[config.mk]
export PLATFORM = sky130hd
export DESIGN_NAME = other_bus_arbiter
export DESIGN_NICKNAME = d
export VERILOG_FILES = /design/src/rtl/other_bus_arbiter.sv
export SDC_FILE = /design/constraint.sdc
export NUM_CORES = 1
export LEC_CHECK = 0
export ABC_AREA = 1
export BUFFER_PORTS_ARGS = -buffer_cell sky130_fd_sc_hd__buf_2
export CAP_MARGIN = 15
export CORE_AREA = 3 3 113 115
export CTS_BUF_LIST = sky130_fd_sc_hd__clkbuf_8
export DETAILED_ROUTE_END_ITERATION = 16
export DIE_AREA = 0 0 116 118
export GPL_TIMING_DRIVEN = 0
export PLACE_DENSITY_LB_ADDON = 0.12
export SLEW_MARGIN = 20
export SYNTH_ARGS = -nofsm -noshare
export SYNTH_HDL_FRONTEND = slang
export SYNTH_SLANG_ARGS = --single-unit
[constraint.sdc]
create_clock -name axi_clk_in -period 1.4 [get_ports axi_clk_in]
set_input_delay 0.07 -clock axi_clk_in [delete_from_list [all_inputs] [get_ports axi_clk_in]]
set_output_delay 0.07 -clock axi_clk_in [all_outputs]
set_load 0.02 [all_outputs]
[src/rtl/other_bus_arbiter.sv]
// -----------------------------------------------------------------------------
// other_bus_arbiter
//   Round-robin arbiter sharing one "other" backend port among NUM_REQ
//   requesters. A grant is held for a whole burst and released on the
//   owner's last accepted beat. At least one IDLE cycle separates bursts.
//
//   Optional feature: define OTHER_ARB_TIMEOUT_EN to enable a stall
//   watchdog. When the backend stalls for TIMEOUT_CYCLES cycles, the owner
//   gets a ready+error pulse and the grant is dropped.
//
// Ports (per-requester vectors are flattened; requester i owns slice i)
//   axi_clk_in / axi_rst_in     clock, synchronous active-high reset
//   req_sel/write/last_in       per-requester beat request qualifiers
//   req_addr/wdata/strb/size_in per-requester beat payload
//   req_ready/error_out         beat completion, owner only
//   req_rdata_out               backend read data, broadcast to all requesters
//   grant_valid/idx_out         current owner
//   other_*_out / other_*_in    backend port
// -----------------------------------------------------------------------------
module other_bus_arbiter #(
   parameter int NUM_REQ        = 2,
   parameter int ADDR_WIDTH     = 32,
   parameter int DATA_WIDTH     = 32,
   parameter int TIMEOUT_CYCLES = 256,
   localparam int STRB_WIDTH    = DATA_WIDTH >> 3
) (
   input  logic                          axi_clk_in,
   input  logic                          axi_rst_in,
   input  logic [NUM_REQ-1:0]            req_sel_in,
   input  logic [NUM_REQ-1:0]            req_write_in,
   input  logic [NUM_REQ-1:0]            req_last_in,
   input  logic [NUM_REQ*ADDR_WIDTH-1:0] req_addr_in,
   input  logic [NUM_REQ*DATA_WIDTH-1:0] req_wdata_in,
   input  logic [NUM_REQ*STRB_WIDTH-1:0] req_strb_in,
   input  logic [NUM_REQ*3-1:0]          req_size_in,
   output logic [NUM_REQ-1:0]            req_ready_out,
   output logic [NUM_REQ-1:0]            req_error_out,
   output logic [DATA_WIDTH-1:0]         req_rdata_out,
   output logic                          grant_valid_out,
   output logic [2:0]                    grant_idx_out,
   output logic                          other_sel_out,
   output logic                          other_write_out,
   output logic [ADDR_WIDTH-1:0]         other_addr_out,
   output logic [DATA_WIDTH-1:0]         other_wdata_out,
   output logic [STRB_WIDTH-1:0]         other_strb_out,
   output logic [2:0]                    other_size_out,
   input  logic                          other_ready_in,
   input  logic                          other_error_in,
   input  logic [DATA_WIDTH-1:0]         other_rdata_in
);

   typedef enum logic {S_IDLE = 1'b0, S_BUSY = 1'b1} state_t;

   state_t                r_state, w_state_nxt;
   logic [2:0]            r_grant_idx, w_grant_nxt;
   logic [2:0]            r_last_idx, w_last_nxt;
   logic [2:0]            w_winner;
   logic                  w_busy, w_beat, w_timeout;
   logic                  w_own_sel, w_own_write, w_own_last;
   logic [ADDR_WIDTH-1:0] w_own_addr;
   logic [DATA_WIDTH-1:0] w_own_wdata;
   logic [STRB_WIDTH-1:0] w_own_strb;
   logic [2:0]            w_own_size;

   assign w_busy          = (r_state == S_BUSY);
   assign grant_valid_out = w_busy;
   assign grant_idx_out   = r_grant_idx;
   assign req_rdata_out   = other_rdata_in;

   // Round-robin pick: first requester at or after last_idx+1, with wrap.
   // The outer loop runs from the farthest offset to the nearest, so the
   // nearest requester is the last assignment and wins.
   always_comb begin
      w_winner = '0;
      for (int k = NUM_REQ; k >= 1; k--) begin
         for (int i = 0; i < NUM_REQ; i++) begin
            if ((i == (int'(r_last_idx) + k) % NUM_REQ) && req_sel_in[i])
               w_winner = 3'(i);
         end
      end
   end

   // Owner slice mux. The compare loop keeps every index a constant.
   always_comb begin
      w_own_sel   = 1'b0;
      w_own_write = 1'b0;
      w_own_last  = 1'b0;
      w_own_addr  = '0;
      w_own_wdata = '0;
      w_own_strb  = '0;
      w_own_size  = '0;
      for (int i = 0; i < NUM_REQ; i++) begin
         if (r_grant_idx == 3'(i)) begin
            w_own_sel   = req_sel_in[i];
            w_own_write = req_write_in[i];
            w_own_last  = req_last_in[i];
            w_own_addr  = req_addr_in[i*ADDR_WIDTH +: ADDR_WIDTH];
            w_own_wdata = req_wdata_in[i*DATA_WIDTH +: DATA_WIDTH];
            w_own_strb  = req_strb_in[i*STRB_WIDTH +: STRB_WIDTH];
            w_own_size  = req_size_in[i*3 +: 3];
         end
      end
   end

`ifdef OTHER_ARB_TIMEOUT_EN
   logic [15:0] r_stall_cnt;

   // Holds at 0 while IDLE, so the count starts at 0 on entry to BUSY.
   always_ff @(posedge axi_clk_in) begin
      if (axi_rst_in || !w_busy || w_beat) r_stall_cnt <= '0;
      else                                 r_stall_cnt <= r_stall_cnt + 16'd1;
   end

   assign w_timeout = w_busy & ~axi_rst_in & (r_stall_cnt == 16'(TIMEOUT_CYCLES));
`else
   assign w_timeout = 1'b0;
`endif

   // Reset suppresses sel, so no beat can complete in a reset cycle.
   assign other_sel_out   = w_busy & w_own_sel & ~w_timeout & ~axi_rst_in;
   assign w_beat          = other_sel_out & other_ready_in;
   assign other_write_out = w_busy & w_own_write;
   assign other_addr_out  = w_busy ? w_own_addr  : '0;
   assign other_wdata_out = w_busy ? w_own_wdata : '0;
   assign other_strb_out  = w_busy ? w_own_strb  : '0;
   assign other_size_out  = w_busy ? w_own_size  : '0;

   always_comb begin
      req_ready_out = '0;
      req_error_out = '0;
      for (int i = 0; i < NUM_REQ; i++) begin
         if (r_grant_idx == 3'(i)) begin
            req_ready_out[i] = w_beat | w_timeout;
            req_error_out[i] = (w_beat & other_error_in) | w_timeout;
         end
      end
   end

   always_comb begin
      w_state_nxt = r_state;
      w_grant_nxt = r_grant_idx;
      w_last_nxt  = r_last_idx;
      case (r_state)
         S_IDLE: if (|req_sel_in) begin
            w_state_nxt = S_BUSY;
            w_grant_nxt = w_winner;
            w_last_nxt  = w_winner;
         end
         S_BUSY: if ((w_beat & w_own_last) | w_timeout) w_state_nxt = S_IDLE;
         default: w_state_nxt = S_IDLE;
      endcase
   end

   always_ff @(posedge axi_clk_in) begin
      if (axi_rst_in) begin
         r_state     <= S_IDLE;
         r_grant_idx <= '0;
         r_last_idx  <= 3'(NUM_REQ - 1);
      end else begin
         r_state     <= w_state_nxt;
         r_grant_idx <= w_grant_nxt;
         r_last_idx  <= w_last_nxt;
      end
   end

endmodule

# Word-level counts from Yosys, hierarchy flattened
# Cells that the tools add are included.
# classes
n_reduce_logical	7
eq_ne	3
n_addsub	2
n_bitwise	10
n_mux	28
# op_table
cell	n
32-bit two-way mux	6
32-bit logical NOT	1
1-bit two-way mux	15
4-bit two-way mux	3
3-bit two-way mux	3
1-bit AND	6
2-bit equality test (first input constant)	2
1-bit logical AND	3
3-bit logical NOT	1
1-bit adder (second input constant)	2
1-bit AND (first input constant)	2
1-bit NOT	2
1-bit case mux with 2 select lines	1
2-bit AND reduction	1
2-bit OR reduction	1
1-bit equality test (second input constant)	1
# totals
output_inout_bits	113
register_bits	3
elab_cells	53

# Longest topological paths before layout
# logic_depth
depth_word	9
ltp_mapped	8
ltp_nobuf	6

# Worst setup path after synthesis
# No wires, ideal clock.
# synth_timing
kind	reg-to-output
start	reg r_grant_idx[0], in the netlist grant_idx_out[0]
end	out req_error_out[1]
slack_ns	-0.064
arrival_ns	1.394
required_time_ns	1.330
path_buffers	2
path_stages_with_launch	5
path_cell_list	dfxtp_1 -> buf_6 -> inv_2 -> buf_2 -> nor3_1
# synth_between
elab_chain_len	8
elab_cells_between_ends	9
cone_classes	eq/ne: 1; mux: 3; bitwise: 4; reduce/logical: 1
# synth_lines
item	line_no	text
from (decl)	55	logic [2:0] r_grant_idx, w_grant_nxt;
from (signal assigned)	161	r_grant_idx <= w_grant_nxt;
3-bit logical NOT	93	if (r_grant_idx == 3'(i)) begin
1-bit two-way mux (2 in a row)	93	
1-bit AND (2 in a row)	120	assign other_sel_out = w_busy & w_own_sel & ~w_timeout & ~axi_rst_in;
1-bit AND	121	assign w_beat = other_sel_out & other_ready_in;
1-bit AND	134	req_error_out[i] = (w_beat & other_error_in) | w_timeout;
1-bit two-way mux *	132	if (r_grant_idx == 3'(i)) begin
to (decl)	37	output logic [NUM_REQ-1:0] req_error_out,
# Mark *: on every way between the ends. The rest lies on a longest branch, timed or not.

# Worst setup path in the final report
# layout_timing
start	reg r_grant_idx[0], in the netlist grant_idx_out[0]
end	out other_addr_out[29]
# layout_between
elab_chain_len	4
elab_cells_between_ends	5
cone_classes	eq/ne: 1; mux: 3; reduce/logical: 1
# layout_lines
item	line_no	text
3-bit logical NOT	93	
32-bit two-way mux	93	
32-bit two-way mux *	93	
32-bit two-way mux *	123	assign other_addr_out = w_busy ? w_own_addr : '0;
to (decl)	43	output logic [ADDR_WIDTH-1:0] other_addr_out,
# Marks and branches as above.

==> metrics.cfg <==
[yosys]
synth_common_cells = nor2_1 (148), o21ai_0 (73), buf_4 (34), nand2_1 (12), clkbuf_1 (11)
syn_avg_cell_area_um2 = 4.89
synthArstFlopShare = 0
synth.top_cell.area_share = 0.372
synth_area_um2 = 1500
ys_ff_latch = 3
synthTopCellsByArea = nor2_1 (37%), o21ai_0 (24%), buf_4 (17%), buf_6 (5.3%), dfxtp_1 (4.0%)
synth_most_common_cell = nor2_1
ys_types = 20
yosys_warnings = 0
synth_cells = 306
yosysTopAreaCell = nor2_1
ys_seq_area_frac = 0.0402
synth_top_flop_cell = dfxtp_1
synth-edff-count = 0

[critical_path]
critPathKind = flop to primary output
crit_path_end_kind = primary output
start_kind = flop
cp_max_fo = 6
cp.arrival_ns = 1.40
worstRegToRegCells = 8
r2r_slack_ns = 0.14
worstPathRequired_ns = 1.33

[placement]
routabilityCongestion = 0.840
dpl_cell_area_um2 = 3000
place_hpwl_mm = 7.85
port_buffers = 262

[routing]
via_count = 2950
drc = 0
wl_per_cell_um = 13.2
final_antenna_net_count = 0
postRouteWirelength_mm = 9.64
routed_via_density = 4.04
dr.pass1.iters = 7
drtIter0Drc = 114

[global_routing]
antenna_found_initial = 0
grt_util_met2 = 0.235
grt_pass1_wl_mm = 13.2
busiest_layer = met2
grt.met3_usage = 0.0144
grt_max_degree = 11
grt_pass1_vias = 2646
grt_overflow = 0
met1_usage = 0.133
grt_usage = 0.118

[clocking]
cts_tree = done
htree_levels = 1
postCtsHoldBufs = 0
clkTransAtPathRegs_ns = 0.03
clk_latency_ns = 0.21
cts_max_path_buffers = 2
cts.sinks = 3
cts_made_buffers = 3
cts-root-buf = clkbuf_8

[worst_hold_path]
min_path_cells = 2
min_path_type = primary input to flop

[sta]
setup-violations-final = 61
fin_skew_ns = 0.00303
post-route-period-util = 1.05
post-route-min-period_ns = 1.47
drv_slew = 0
rsz0062_at_grt = yes
finalHoldViolCount = 0
max_freq_mhz = 678
setup_ws_ns = -0.0739

[pwr]
vdd_ir_drop_max_mv = 0.220
switchingPower_mw = 1.13
p_leak_nw = 2.11
power_frac_comb = 0.848
sw_frac_of_total = 0.491
power.internal_mw = 1.18
sequentialPowerShare = 0.048
power_density_nw_per_um2 = 624
total_power_mw = 2.31
power.clock.fraction = 0.105

[floorplanning]
fp-row-count = 40
initial_core_util = 0.126
die_h_um = 118
dieArea_um2 = 13700
ios = 297
core_area_um2 = 11900
die_w_um = 116

[finish]
n_antenna_cell = 0
utilization = 0.311
drive_above_1_share = 0.647
finalNetCount = 769
fin_area_um2 = 3700
area_growth_pct = 148

[job]
cap_violations = 0

[status]
status = complete, but fails checks
violations = negative setup slack

[placed cells by master (no fill, tap or decap)]
master / instances
buf_2: 202
nor2_1: 111
buf_4: 101
o21ai_0: 71
nor2_2: 23
nor2_4: 14
nand2_1: 11
clkbuf_4: 7
buf_8: 5
clkbuf_16: 5
clkbuf_2: 4
buf_12: 3
inv_1: 3
clkbuf_8: 3
buf_6: 2
o21ai_1: 2
nor3_2: 2
conb_1: 2
dfxtp_1: 2
inv_8: 1
nand2_2: 1
nand3_4: 1
nand3_1: 1
nand3b_1: 1
nand4_1: 1
or2_2: 1
a21oi_1: 1
bufbuf_16: 1
buf_16: 1
dfxtp_4: 1
[flip-flops by register name, summed over array words and instances (netlist names)]
register / count
r_last_idx: 1
grant_idx_out: 1
grant_valid_out: 1
[cell type report]
| class | count | area, µm² |
|---|---|---|
| multi-input combinational | 243 | 1210 |
| inverter | 3 | 18.8 |
| fill | 1346 | 8210 |
| timing repair buffer | 273 | 1700 |
| tap | 147 | 184 |
| sequential | 3 | 63.8 |
| clock inverter | 1 | 3.75 |
| buffer | 58 | 487 |
| clock buffer | 3 | 41.3 |
[per-stage QoR]
stage	setup WS (ns)	hold WS [ns]	setup TNS [ns]	std cells
floorplan	0.0606	0.139	0	307
global placement	-0.138	0.304	-6.31	716
detailed placement	-0.153	0.311	-8.25	716
CTS	-0.0998	0.0843	-4.91	724
global route	-0.133	0.101	-7.62	731
finish	-0.0739	0.0911	-1.88	731
[critical path, stage by stage (launching register included)]
cell and delay, ns:
dfxtp_4 0.37, buf_8 0.14, inv_8 0.07, clkbuf_16 0.16, clkbuf_16 0.15, nor2_1 0.04
nor2_1 0.11, buf_4 0.15
[worst paths after layout]
path                                 startpoint                             to
setup / recovery  grant_idx_out[0]$_SDFFE_PP0P_             other_addr_out[29]
hold / removal                       axi_rst_in  grant_idx_out[0]$_SDFFE_PP0P_
setup reg to reg  grant_idx_out[0]$_SDFFE_PP0P_     grant_valid_out$_SDFF_PP0_
hold reg to reg      r_last_idx[0]$_SDFFE_PP1P_     r_last_idx[0]$_SDFFE_PP1P_
[logic make-up (layout without fill, tap and decap cells)]
| logic type | Yosys count | after routing | synth area share |
|---|---|---|---|
| other | 1 | 2 | 0.00251 |
| buffers and inverters | 61 | 338 | 0.278 |
| AO/OA/AOI/OAI | 74 | 74 | 0.248 |
| AND/OR/NAND/NOR | 167 | 167 | 0.432 |
| flip-flops | 3 | 3 | 0.0402 |
[power by group through the flow]
stage	combinational [mW]	clock, mW	sequential (mW)
floorplan	0.936	0	0.115
global placement	1.59	0	0.111
detailed placement	1.59	0	0.112
CTS	1.84	0.250	0.112
global route	2.12	0.261	0.112
finish	1.96	0.242	0.110
[layer usage]
layer,vias up,wire length (µm)
met4,0,58
met2,175,5220
met1,1273,3480
met3,4,891
li1,1498,-
met5,-,0
[what timing repair did]
item	4_1_cts	5_1_grt
endpoints found under the setup margin	77	77
buffers inserted	2	2
gates cloned	2	5
pin swaps	12	11
gates resized for setup	107	58
(Power assumes the default switching activity.)
